[config.mk]
export PLATFORM = sky130hd
export DESIGN_NAME = bcd_to_bin_flat
export DESIGN_NICKNAME = d
export VERILOG_FILES = /design/src/rtl/bcd_to_bin_pkg.sv /design/src/rtl/bcd_to_bin_if.sv /design/src/rtl/bcd_to_bin_digit_adj.sv /design/src/rtl/bcd_to_bin.sv /design/src/flat_wrapper.sv
export SDC_FILE = /design/constraint.sdc
export NUM_CORES = 1
export LEC_CHECK = 0
export CORE_UTILIZATION = 54
export CTS_CLUSTER_DIAMETER = 50
export CTS_CLUSTER_SIZE = 12
export DETAILED_ROUTE_END_ITERATION = 12
export PLACE_DENSITY = 0.82
export SKIP_LAST_GASP = 1
export SYNTH_ARGS = -nofsm -noshare
export SYNTH_HDL_FRONTEND = slang
export SYNTH_SLANG_ARGS = --single-unit
[constraint.sdc]
create_clock -name clk -period 2.04 [get_ports clk]
set_clock_uncertainty 0.15 [all_clocks]
set_input_delay 0.408 -clock clk [delete_from_list [all_inputs] [get_ports clk]]
set_output_delay 0.408 -clock clk [all_outputs]
set_load 0.03 [all_outputs]
[src/rtl/bcd_to_bin_pkg.sv]
// ============================================================================
// bcd_to_bin_pkg : shared FSM state type and fixed widths for bcd_to_bin
// Revision: 1.0
// ============================================================================
`default_nettype none

package bcd_to_bin_pkg;

  localparam int BCD_DIGITS = 3;
  localparam int BIN_W      = 10;
  localparam int N_ITER     = 10;

  typedef enum logic [1:0] {
    IDLE = 2'd0,
    OP   = 2'd1,
    DONE = 2'd2
  } state_t;

endpackage

`default_nettype wire

[src/rtl/bcd_to_bin_if.sv]
// ============================================================================
// bcd_to_bin_if : request/result bundle between decimal logic and bcd_to_bin
// Revision: 1.0
// ============================================================================
`default_nettype none

interface bcd_to_bin_if;

  logic       start;
  logic [3:0] bcd2;
  logic [3:0] bcd1;
  logic [3:0] bcd0;
  logic       ready;
  logic       done_tick;
  logic [9:0] bin;

  modport master (
    output start, bcd2, bcd1, bcd0,
    input  ready, done_tick, bin
  );

  modport slave (
    input  start, bcd2, bcd1, bcd0,
    output ready, done_tick, bin
  );

endinterface

`default_nettype wire

[src/rtl/bcd_to_bin_digit_adj.sv]
// ============================================================================
// bcd_digit_adj : one-digit correction step, d >= 8 becomes d - 3
// Revision: 1.0
// ============================================================================
`default_nettype none

module bcd_digit_adj (
  input  wire logic [3:0] i_d,
  output logic      [3:0] o_d
);

  assign o_d = (i_d >= 4'd8) ? (i_d - 4'd3) : i_d;

endmodule

`default_nettype wire

[src/rtl/bcd_to_bin.sv]
// ============================================================================
// bcd_to_bin : sequential 3-digit BCD to 10-bit binary (reverse double dabble)
// Revision: 1.0
// ============================================================================
`default_nettype none

module bcd_to_bin
  import bcd_to_bin_pkg::*;
(
  input  wire logic   clk,
  input  wire logic   reset,
  bcd_to_bin_if.slave bus
);

  localparam int SH_W = 4 * BCD_DIGITS + BIN_W;

  state_t                  r_state;
  state_t                  w_state_nxt;
  logic [4*BCD_DIGITS-1:0] r_bcd;
  logic [BIN_W-1:0]        r_bin;
  logic [3:0]              r_n;

  logic                    w_ready;
  logic                    w_done;
  logic                    w_load;
  logic                    w_step;
  logic [SH_W-1:0]         w_shift;
  logic [4*BCD_DIGITS-1:0] w_bcd_adj;

  // The BCD register's LSB shifts into the binary MSB each iteration.
  assign w_shift = {r_bcd, r_bin} >> 1;

  generate
    for (genvar g = 0; g < BCD_DIGITS; g++) begin : g_adj
      bcd_digit_adj u_adj (
        .i_d (w_shift[BIN_W + 4*g +: 4]),
        .o_d (w_bcd_adj[4*g +: 4])
      );
    end
  endgenerate

  always_ff @(posedge clk) begin
    if (reset) begin
      r_state <= IDLE;
    end else begin
      r_state <= w_state_nxt;
    end
  end

  always_comb begin
    w_state_nxt = r_state;
    w_ready     = 1'b0;
    w_done      = 1'b0;
    w_load      = 1'b0;
    w_step      = 1'b0;
    case (r_state)
      IDLE: begin
        w_ready = 1'b1;
        if (bus.start) begin
          w_load      = 1'b1;
          w_state_nxt = OP;
        end
      end
      OP: begin
        w_step = 1'b1;
        if (r_n == 4'd0) begin
          w_state_nxt = DONE;
        end
      end
      DONE: begin
        w_done      = 1'b1;
        w_state_nxt = IDLE;
      end
      default: begin
        w_state_nxt = IDLE;
      end
    endcase
  end

  always_ff @(posedge clk) begin
    if (reset) begin
      r_bcd <= '0;
      r_bin <= '0;
      r_n   <= '0;
    end else if (w_load) begin
      r_bcd <= {bus.bcd2, bus.bcd1, bus.bcd0};
      r_bin <= '0;
      r_n   <= 4'(N_ITER - 1);
    end else if (w_step) begin
      r_bcd <= w_bcd_adj;
      r_bin <= w_shift[BIN_W-1:0];
      r_n   <= r_n - 4'd1;
    end
  end

  assign bus.ready     = w_ready;
  assign bus.done_tick = w_done;
  assign bus.bin       = r_bin;

endmodule

`default_nettype wire

[src/flat_wrapper.sv]
// flat-port wrapper written by rule: the top's interface ports become plain ports
module bcd_to_bin_flat import bcd_to_bin_pkg::*;
  (clk, reset, bus_start, bus_bcd2, bus_bcd1, bus_bcd0, bus_ready, bus_done_tick, bus_bin);
  bcd_to_bin_if bus_i ();
  input  wire logic clk;
  input  wire logic reset;
  input wire logic [$bits(bus_i.start)-1:0] bus_start;
  input wire logic [$bits(bus_i.bcd2)-1:0] bus_bcd2;
  input wire logic [$bits(bus_i.bcd1)-1:0] bus_bcd1;
  input wire logic [$bits(bus_i.bcd0)-1:0] bus_bcd0;
  output wire logic [$bits(bus_i.ready)-1:0] bus_ready;
  output wire logic [$bits(bus_i.done_tick)-1:0] bus_done_tick;
  output wire logic [$bits(bus_i.bin)-1:0] bus_bin;
  assign bus_i.start = bus_start;
  assign bus_i.bcd2 = bus_bcd2;
  assign bus_i.bcd1 = bus_bcd1;
  assign bus_i.bcd0 = bus_bcd0;
  assign bus_ready = bus_i.ready;
  assign bus_done_tick = bus_i.done_tick;
  assign bus_bin = bus_i.bin;
  bcd_to_bin u_core (.clk(clk), .reset(reset), .bus(bus_i));
endmodule
; ---- Word level (Yosys, flattened, before mapping)
; Index checks and enable logic that the tools add are counted.
[word_totals]
regBits = 28
out_inout_bits = 12
word_cells = 36
[classes]
mux = 15
n_reduce_logical = 5
addsub = 4
n_eq_ne = 4
order_cmp = 3
[ops]
columns = operator, n
row1 = $mux W12, 2
row2 = $mux W4, 5
row3 = $ge A4 B4 Y1 const B, 2
row4 = $sub A4 B2 Y4 const B, 2
row5 = $mux W1, 5
row6 = $ge A3 B4 Y1 const B, 1
row7 = $logic_not A4 Y1, 1
row8 = $mux W2, 2
row9 = $pmux W2 S2, 1
row10 = $sub A3 B2 Y4 const B, 1
row11 = $sub A4 B1 Y4 const B, 1
row12 = $eq A2 B1 Y1 const B, 1
row13 = $eq A2 B2 Y1 const B, 1
row14 = $logic_not A2 Y1, 1
row15 = $ne A2 B1 Y1 const B, 1
row16 = $ne A2 B2 Y1 const B, 1
row17 = $reduce_and A2 Y1, 1
row18 = $reduce_bool A2 Y1, 1
row19 = $reduce_or A2 Y1, 1

; ---- Logic depth before layout (Yosys ltp)
; Gate-level depths: netlist (run 1).
[depth]
ltp_word = 4
ltp_mapped = 5

; ---- Hierarchy
; Synthesis (run 1) repeated with hierarchy kept, for this count alone.
[unflattened]
cells_unflattened = 167
hier_area_um2 = 1456.4
[by_module_without_submodules]
columns = module, n_inst, cells_each, area_per_inst_um2
row1 = bcd_to_bin, 1, 134, 1227.4
row2 = bcd_digit_adj, 3, 11, 76.3

; ---- Worst setup path after synthesis (run 1)
; OpenSTA, ideal clock, no wires.
[synth_path]
path_kind = register -> output
startpoint = register u_core.r_state[1]
endpoint = output bus_done_tick
required_time_ps = 1482
slack_ps = 493
path_buffers = 1
arrival_ps = 989
stages_incl_launch_ff = 4
cell_sequence = dfxtp_1 buf_6 inv_1 nor2_1
[synth_via]
elab_chain_len = 2
[synth_rtl]
columns = item, line_no
row1 = start: declaration, bcd_to_bin.sv:17  ; state_t r_state;
row2 = start signal: assignment, bcd_to_bin.sv:46  ; r_state <= w_state_nxt;
row3 = $eq A2 B2 Y1, bcd_to_bin.sv:56  ; case (r_state)
row4 = $mux W1, bcd_to_bin.sv:56
row5 = end: declaration, flat_wrapper.sv:12  ; output wire logic [$bits(bus_i.done_tick)-1:0] bus_done_tick;
; Every way passes these cells.

; ---- Final worst setup path (run 1)
[layout_path]
startpoint = register u_core.r_bin[5] (netlist: u_core.bus.bin[5])
endpoint = output bus_bin[5]
[layout_lines]
columns = item, line_no
row1 = start: declaration, bcd_to_bin.sv:20  ; logic [BIN_W-1:0] r_bin;
row2 = start signal: assignment, bcd_to_bin.sv:91  ; r_bin <= w_shift[BIN_W-1:0];
row3 = end: declaration, flat_wrapper.sv:13  ; output wire logic [$bits(bus_i.bin)-1:0] bus_bin;
; No word-level cell between the ends.

==> flow_summary.yaml, run 1 <==
status:
  status: "finished, final reports clean"
clock_tree:
  clk_latency_ns: 0.32
  clkTransAtPathRegs_ns: 0.15
  cts_buffers: 3
  cts_sinks: 28
  ctsHoldBuffers: 0
  clock_path_buffers: 2
  cts_tree: "done"
  cts-root-buf: "clkbuf_4"
  cts_max_level: 1
yosys:
  syn_area_per_cell_um2: 8.77
  yosys_warnings: 0
  synth.cell_area_um2: 1330
  synthCells: 152
  synthesis.nets: 172
  yosysUniqueCellTypes: 31
  synth_seq_cells: 28
  seq_area_frac_synth_pct: 42.1
worst_setup_path:
  r2r_slack_ns: 0.49
  cp_slowest_cell: "clkdlybuf4s50_1"
  crit_buf_inv: 1
  crit_fanout: 3
  critPathKind: "reg -> out"
  cp.arrival_ns: 1.41
  worstPathRequired_ns: 1.48
  path_cells: "clkdlybuf4s50_1"
  r2r_end: "u_core.r_bcd[1]$_SDFFE_PP0P_"
  cp-end-kind: "output port"
  worst_setup_path_start_kind: "register"
  timing.rr.start: "u_core.r_bcd[1]$_SDFFE_PP0P_"
  crit_family: "buffers and inverters"
  reg2reg_depth: 5
  cpPeakStageDelay_ns: 0.69
place:
  dpl.cell_count: 208
  place_area_um2: 1660
  dp_hpwl_um: 2150
  gp_congestion: 0.773
  portBuffers: 26
cells_and_area:
  fin_area_um2: 1710
  syn2layout_area_growth_pct: 28.6
  fin_util_pct: 75.3
  drive_gt1_share_pct: 10.9
  instances_no_fill: 212
  n_antenna_cell: 0
  nets: 205
timing:
  finalMaxSlewViolations: 0
  tns_ns: 0
  max_freq_mhz: 509
  finalHoldViolCount: 0
  rsz0062_at_grt: "no"
  setup_violations: 0
  min_period_ns: 1.96
  fin_crit_sh_pct: 96.3
  slew_headroom_pct: 74.9
  worst_pin_slew_ns: 0.375
grt:
  grt_pass1_wl_um: 4740
  grt.total_usage_pct: 23.8
  antenna_found_initial: 0
  overflow: 0
  grt_max_degree: 17
  first_global_vias: 1070
floorplan:
  initial_core_util_pct: 58.5
  core_um2: 2280
  io_pins: 27
  fp.dieH_um: 51.7
  row_count: 17
  fp.dieArea_um2: 2670
  die_width_um: 51.7
hold_path:
  holdPathEnd: "u_core.bus.bin[0]$_SDFFE_PP0P_"
  hold_depth: 2
  hp-class: "reg -> reg"
  hp-start: "u_core.bus.bin[0]$_SDFFE_PP0P_"
route:
  drcViolationCount: 0
  avgViaCountPerCell: 5.66
  drt_iter0_drc: 36
  drtAntennaViolNets: 0
  vias: 1199
  avgRoutedWirePerCell_um: 14.2
  totalWireLength_um: 3010
  firstDrtPassIters: 4
power:
  total_power_w: 0.00128
  ir_drop_mv: 0.585
  p_per_area_nw_per_um2: 750
  p_leak_nw: 0.662
job:
  drv_cap: 0
-- per-stage QoR --
| step | worst slack, ns | hold WS [ns] |
|---|---|---|
| 4_1_cts | 0.0266 | 0.315 |
| 3_5_place_dp | 0.0827 | 0.299 |
| 2_1_floorplan | 0.493 | 0.281 |
| 6_report | 0.0757 | 0.315 |
| 5_1_grt | 0.0180 | 0.338 |
| 3_3_place_gp | 0.121 | 0.293 |
-- Yosys cell counts --
| library cell | number | area [µm²] |
|---|---|---|
| dfxtp_1 | 28 | 561 |
| nand2_1 | 23 | 86.3 |
| a21oi_1 | 13 | 65.1 |
| inv_1 | 11 | 41.3 |
| nor2_1 | 10 | 37.5 |
| a211oi_1 | 7 | 52.6 |
| nand2b_1 | 6 | 37.5 |
| o22ai_1 | 6 | 37.5 |
| ha_1 | 5 | 62.6 |
| nor3_1 | 5 | 25.0 |
| a221o_1 | 4 | 40.0 |
| nor2b_1 | 4 | 25.0 |
| xnor2_1 | 4 | 35.0 |
| buf_2 | 3 | 15.0 |
| buf_4 | 3 | 22.5 |
| buf_6 | 2 | 22.5 |
| mux2i_1 | 2 | 20.0 |
| nand4_1 | 2 | 12.5 |
| o311ai_1 | 2 | 17.5 |
| a311oi_1 | 1 | 8.76 |
| a311oi_2 | 1 | 15.0 |
| and3_1 | 1 | 6.26 |
| and3b_1 | 1 | 8.76 |
| clkbuf_1 | 1 | 3.75 |
| nand3b_1 | 1 | 7.51 |
| nor3b_2 | 1 | 12.5 |
| nor4b_2 | 1 | 15.0 |
| o21ai_0 | 1 | 5.00 |
| o21ba_4 | 1 | 16.3 |
| or3b_1 | 1 | 8.76 |
| xor2_1 | 1 | 8.76 |
-- state kept, by name, indices dropped and copies added, names as in the netlist --
register,cells
u_core.r_bcd,12
u_core.bus.bin,10
u_core.r_state,2
u_core.r_n,4
-- layer usage --
layer	track usage, %	share of wire, %	wire length, µm
met1	31.5	49	1470
met2	39.4	47	1420
met3	3.22	3.1	92
met4	8.11	0.57	17
met5	0	0	0
-- worst max path at each step --
stage	depth (start not counted)	start	slack [ns]	to
global route	1	u_core.bus.bin[6]$_SDFFE_PP0P_	0.02	bus_bin[6]
detailed placement	5	bus_start	0.08	u_core.bus.bin[8]$_SDFFE_PP0P_
finish	1	u_core.bus.bin[5]$_SDFFE_PP0P_	0.08	bus_bin[5]
global placement	5	bus_start	0.12	u_core.r_n[1]$_SDFFE_PP0P_
CTS	2	u_core.r_state[1]$_SDFFE_PP0P_	0.03	bus_ready
floorplan	3	u_core.r_state[1]$_SDFFE_PP0P_	0.49	bus_done_tick
-- logic make-up after synthesis --
group | count (synthesis) | synth area share, %
DFF | 28 | 42.1
adders and majority gates | 5 | 4.69
and+or+nand+nor | 56 | 21.2
muxes | 2 | 1.50
AOI/OAI and AO/OA | 36 | 19.3
buffers and inverters | 20 | 7.89
xor gates and xnor gates | 5 | 3.29
-- report_power, final --
part	total (W)	switching, W	internal (W)	leakage (nW)
registers	0.000627	0.0000391	0.000588	0.229
clock network	0.000360	0.000162	0.000199	0.0279
logic	0.000298	0.000153	0.000145	0.404
total	0.00128	0.000354	0.000931	0.662
-- layout make-up --
class,instances,area (µm²)
tap,28,35.0
clock buffer,3,22.5
timing repair buffer,37,358
sequential,28,561
inverter,11,41.3
multi-input combinational,104,667
fill,166,562
clock inverter,1,30.0
-- layout by cell type, fill, tap and decap left out, types with 3 or more instances in the layout --
| cell | synthesis | layout |
|---|---|---|
| a211oi_1 | 7 | 7 |
| a21oi_1 | 13 | 13 |
| a221o_1 | 4 | 4 |
| buf_4 | 3 | 11 |
| clkbuf_4 | 0 | 3 |
| clkdlybuf4s50_1 | 0 | 23 |
| dfxtp_1 | 28 | 28 |
| ha_1 | 5 | 5 |
| inv_1 | 11 | 11 |
| nand2_1 | 23 | 23 |
| nand2b_1 | 6 | 6 |
| nor2_1 | 10 | 10 |
| nor2b_1 | 4 | 4 |
| nor3_1 | 5 | 5 |
| o22ai_1 | 6 | 6 |
| xnor2_1 | 4 | 4 |
-- timing repair --
action,CTS,global route
endpoints found under the setup margin,0,2
gates resized for setup,0,2
buffers inserted,0,0
Note: power is estimated with default switching activity, not from simulation.
==> run 2, diff against run 1 <==
==> constraint.sdc (replaced) <==
create_clock -name clk -period 2.04 [get_ports clk]
set_clock_uncertainty 0.15 [all_clocks]
set_input_delay 0.408 -clock clk [delete_from_list [all_inputs] [get_ports clk]]
set_output_delay 0.408 -clock clk [all_outputs]
set_load 0.1 [all_outputs]
==> run 2 against run 1 <==
Critical path depth increased by 1. Register-to-register slack got worse by 0.28 ns. Sequential power increased by 2%. Highest routed layer unchanged.
==> flow_summary.yaml, run 2 (synthesis results as in run 1) <==
timing:
  slew_headroom_pct: 63.6
  worst_pin_slew_ns: 0.545
  rsz0062_at_grt: "no"
  tns_ns: 0
  min_period_ns: 1.87
  finalHoldViolCount: 0
  setup_violations: 0
  max_freq_mhz: 535
  fin_crit_sh_pct: 91.5
  finalMaxSlewViolations: 0
worst_setup_path:
  timing.rr.start: "u_core.r_state[0]$_SDFFE_PP0P_"
  cpPeakStageDelay_ns: 0.69
  cp.arrival_ns: 1.31
  reg2reg_depth: 4
  critPathKind: "reg -> out"
  crit_family: "flip-flops"
  cp-end-kind: "output port"
  cp_num_cells: 2
  crit_fanout: 15
  r2r_slack_ns: 0.21
  path_cells: "nor2_2, buf_12"
  worst_setup_path_start_kind: "register"
  cp_slowest_cell: "dfxtp_1"
  worstPathRequired_ns: 1.48
  crit_buf_inv: 1
  r2r_end: "u_core.bus.bin[8]$_SDFFE_PP0P_"
power:
  p_seq_share_pct: 52.0
  p_per_area_nw_per_um2: 682
  p_int_w: 0.000850
  ir_drop_mv: 0.605
  swShare_pct: 30.7
  p_switching_w: 0.000377
  comb_power_share_pct: 26.3
  clockPowerShare_pct: 21.7
  p_leak_nw: 0.674
cells_and_area:
  syn2layout_area_growth_pct: 34.9
  nets: 202
  drive_gt1_share_pct: 16.6
  final_common_cell: "dfxtp_1"
  regMostFlops: "u_core.r_bcd"
  fin_area_um2: 1800
  n_antenna_cell: 0
  largest_reg_flops: 12
  final_cell_mix: "dfxtp_1, nand2_1, clkdlybuf4s50_1, a21oi_1, buf_12"
route:
  avgViaCountPerCell: 5.84
  totalWireLength_um: 3050
  drcViolationCount: 0
  avgRoutedWirePerCell_um: 14.6
  drtAntennaViolNets: 0
  drt_iter0_drc: 53
  vias: 1221
  firstDrtPassIters: 5
hold_path:
  hold_depth: 2
  hp-class: "reg -> reg"
  hp-start: "u_core.r_bcd[0]$_SDFFE_PP0P_"
  holdPathEnd: "u_core.bus.bin[9]$_SDFFE_PP0P_"
clock_tree:
  clock_path_buffers: 2
  post_cts_resized: 0
  ctsHoldBuffers: 0
  cts_tree: "done"
  cts_sinks: 28
  cts_max_level: 1
  clkTransAtPathRegs_ns: 0.15
  cts-root-buf: "clkbuf_4"
  clk_latency_ns: 0.32
  post_cts_buffers: 0
  cts_buffers: 3
status:
  status: "finished, final reports clean"
grt:
  met2_usage_pct: 44.2
  overflow: 0
  antenna_found_initial: 0
  grt_max_degree: 18
  gr-usage-met3_pct: 4.68
  first_global_vias: 1190
  grt_pass1_wl_um: 5060
  grt.total_usage_pct: 25.5
  busiest_layer: "met2"
  grtUsageMet1_pct: 31.5
floorplan:
  die_width_um: 51.7
  io_pins: 27
  initial_core_util_pct: 58.5
  core_um2: 2280
  fp.dieH_um: 51.7
  fp.dieArea_um2: 2670
  row_count: 17
place:
  dp_hpwl_um: 2220
  portBuffers: 26
  gp_congestion: 0.750
  place_area_um2: 1760
job:
  drv_cap: 0
[run 2: changes by cell type in the layout (fill, tap and decap cells not counted), sizes merged]
cell / before / now
clkbuf: 3 / 4
clkdlybuf4s50: 23 / 14
dlymetal6s2s: 2 / 0
buf: 12 / 20
bufinv: 1 / 0
[run 2: worst max-delay path by stage]
stage | startpoint | endpoint | slack, ns
after floorplan | u_core.r_state[1]$_SDFFE_PP0P_ | bus_done_tick | 0.1
after global placement | bus_start | u_core.r_n[1]$_SDFFE_PP0P_ | 0.1
after detailed placement | bus_start | u_core.r_n[1]$_SDFFE_PP0P_ | 0.05
after CTS | u_core.r_state[0]$_SDFFE_PP0P_ | bus_done_tick | 0.17
after global routing | u_core.r_state[0]$_SDFFE_PP0P_ | u_core.bus.bin[4]$_SDFFE_PP0P_ | 0.06
final | u_core.r_state[0]$_SDFFE_PP0P_ | bus_done_tick | 0.17
[run 2: metal layers]
layer / vias up / part of all wire, %
li1: 588 / -
met1: 588 / 45
met2: 39 / 49
met3: 6 / 4.7
met4: 0 / 1.1
met5: - / 0
[run 2: cell type report]
class                   count  area (µm²)
clock buffers               4        36.3
fillers                   160         478
inverters                  11        41.3
multi-input cells         104         672
flip-flops and latches     28         561
well taps                  28        35.0
repair buffers             34         453
[run 2: power by group through the flow]
stage	registers [W]	clock network, W	logic (W)
2_1_floorplan	0.000638	0	0.000222
3_3_place_gp	0.000645	0	0.000306
3_5_place_dp	0.000648	0	0.000318
4_1_cts	0.000636	0.000278	0.000322
5_1_grt	0.000645	0.000299	0.000350
6_report	0.000638	0.000266	0.000322
[run 2: through the flow]
stage	hold slack (ns)	utilization [%]	std cells	setup WS (ns)	power (W)
after floorplan	0.281	-	152	0.0955	0.000860
after global placement	0.298	77.4	205	0.0988	0.000950
after detailed placement	0.301	77.4	205	0.0482	0.000966
after CTS	0.320	79.0	209	0.168	0.00124
after global routing	0.354	79.0	209	0.0616	0.00129
final	0.325	79.0	209	0.172	0.00123
[run 2: worst min-delay path, stage by stage (launching register included)]
cell and delay (ns):
dfxtp_1 0.34, nand2_1 0.05, a21oi_1 0.05
==> run 3, diff against run 2 <==
--- a/config.mk
+++ b/config.mk
@@ -10,7 +10,6 @@
 export CTS_CLUSTER_SIZE = 12
 export DETAILED_ROUTE_END_ITERATION = 12
 export PLACE_DENSITY = 0.82
-export SKIP_LAST_GASP = 1
 export SYNTH_ARGS = -nofsm -noshare
 export SYNTH_HDL_FRONTEND = slang
 export SYNTH_SLANG_ARGS = --single-unit
==> results of run 3 <==
No change in the layout: final DEF, timing and power equal those of run 2.
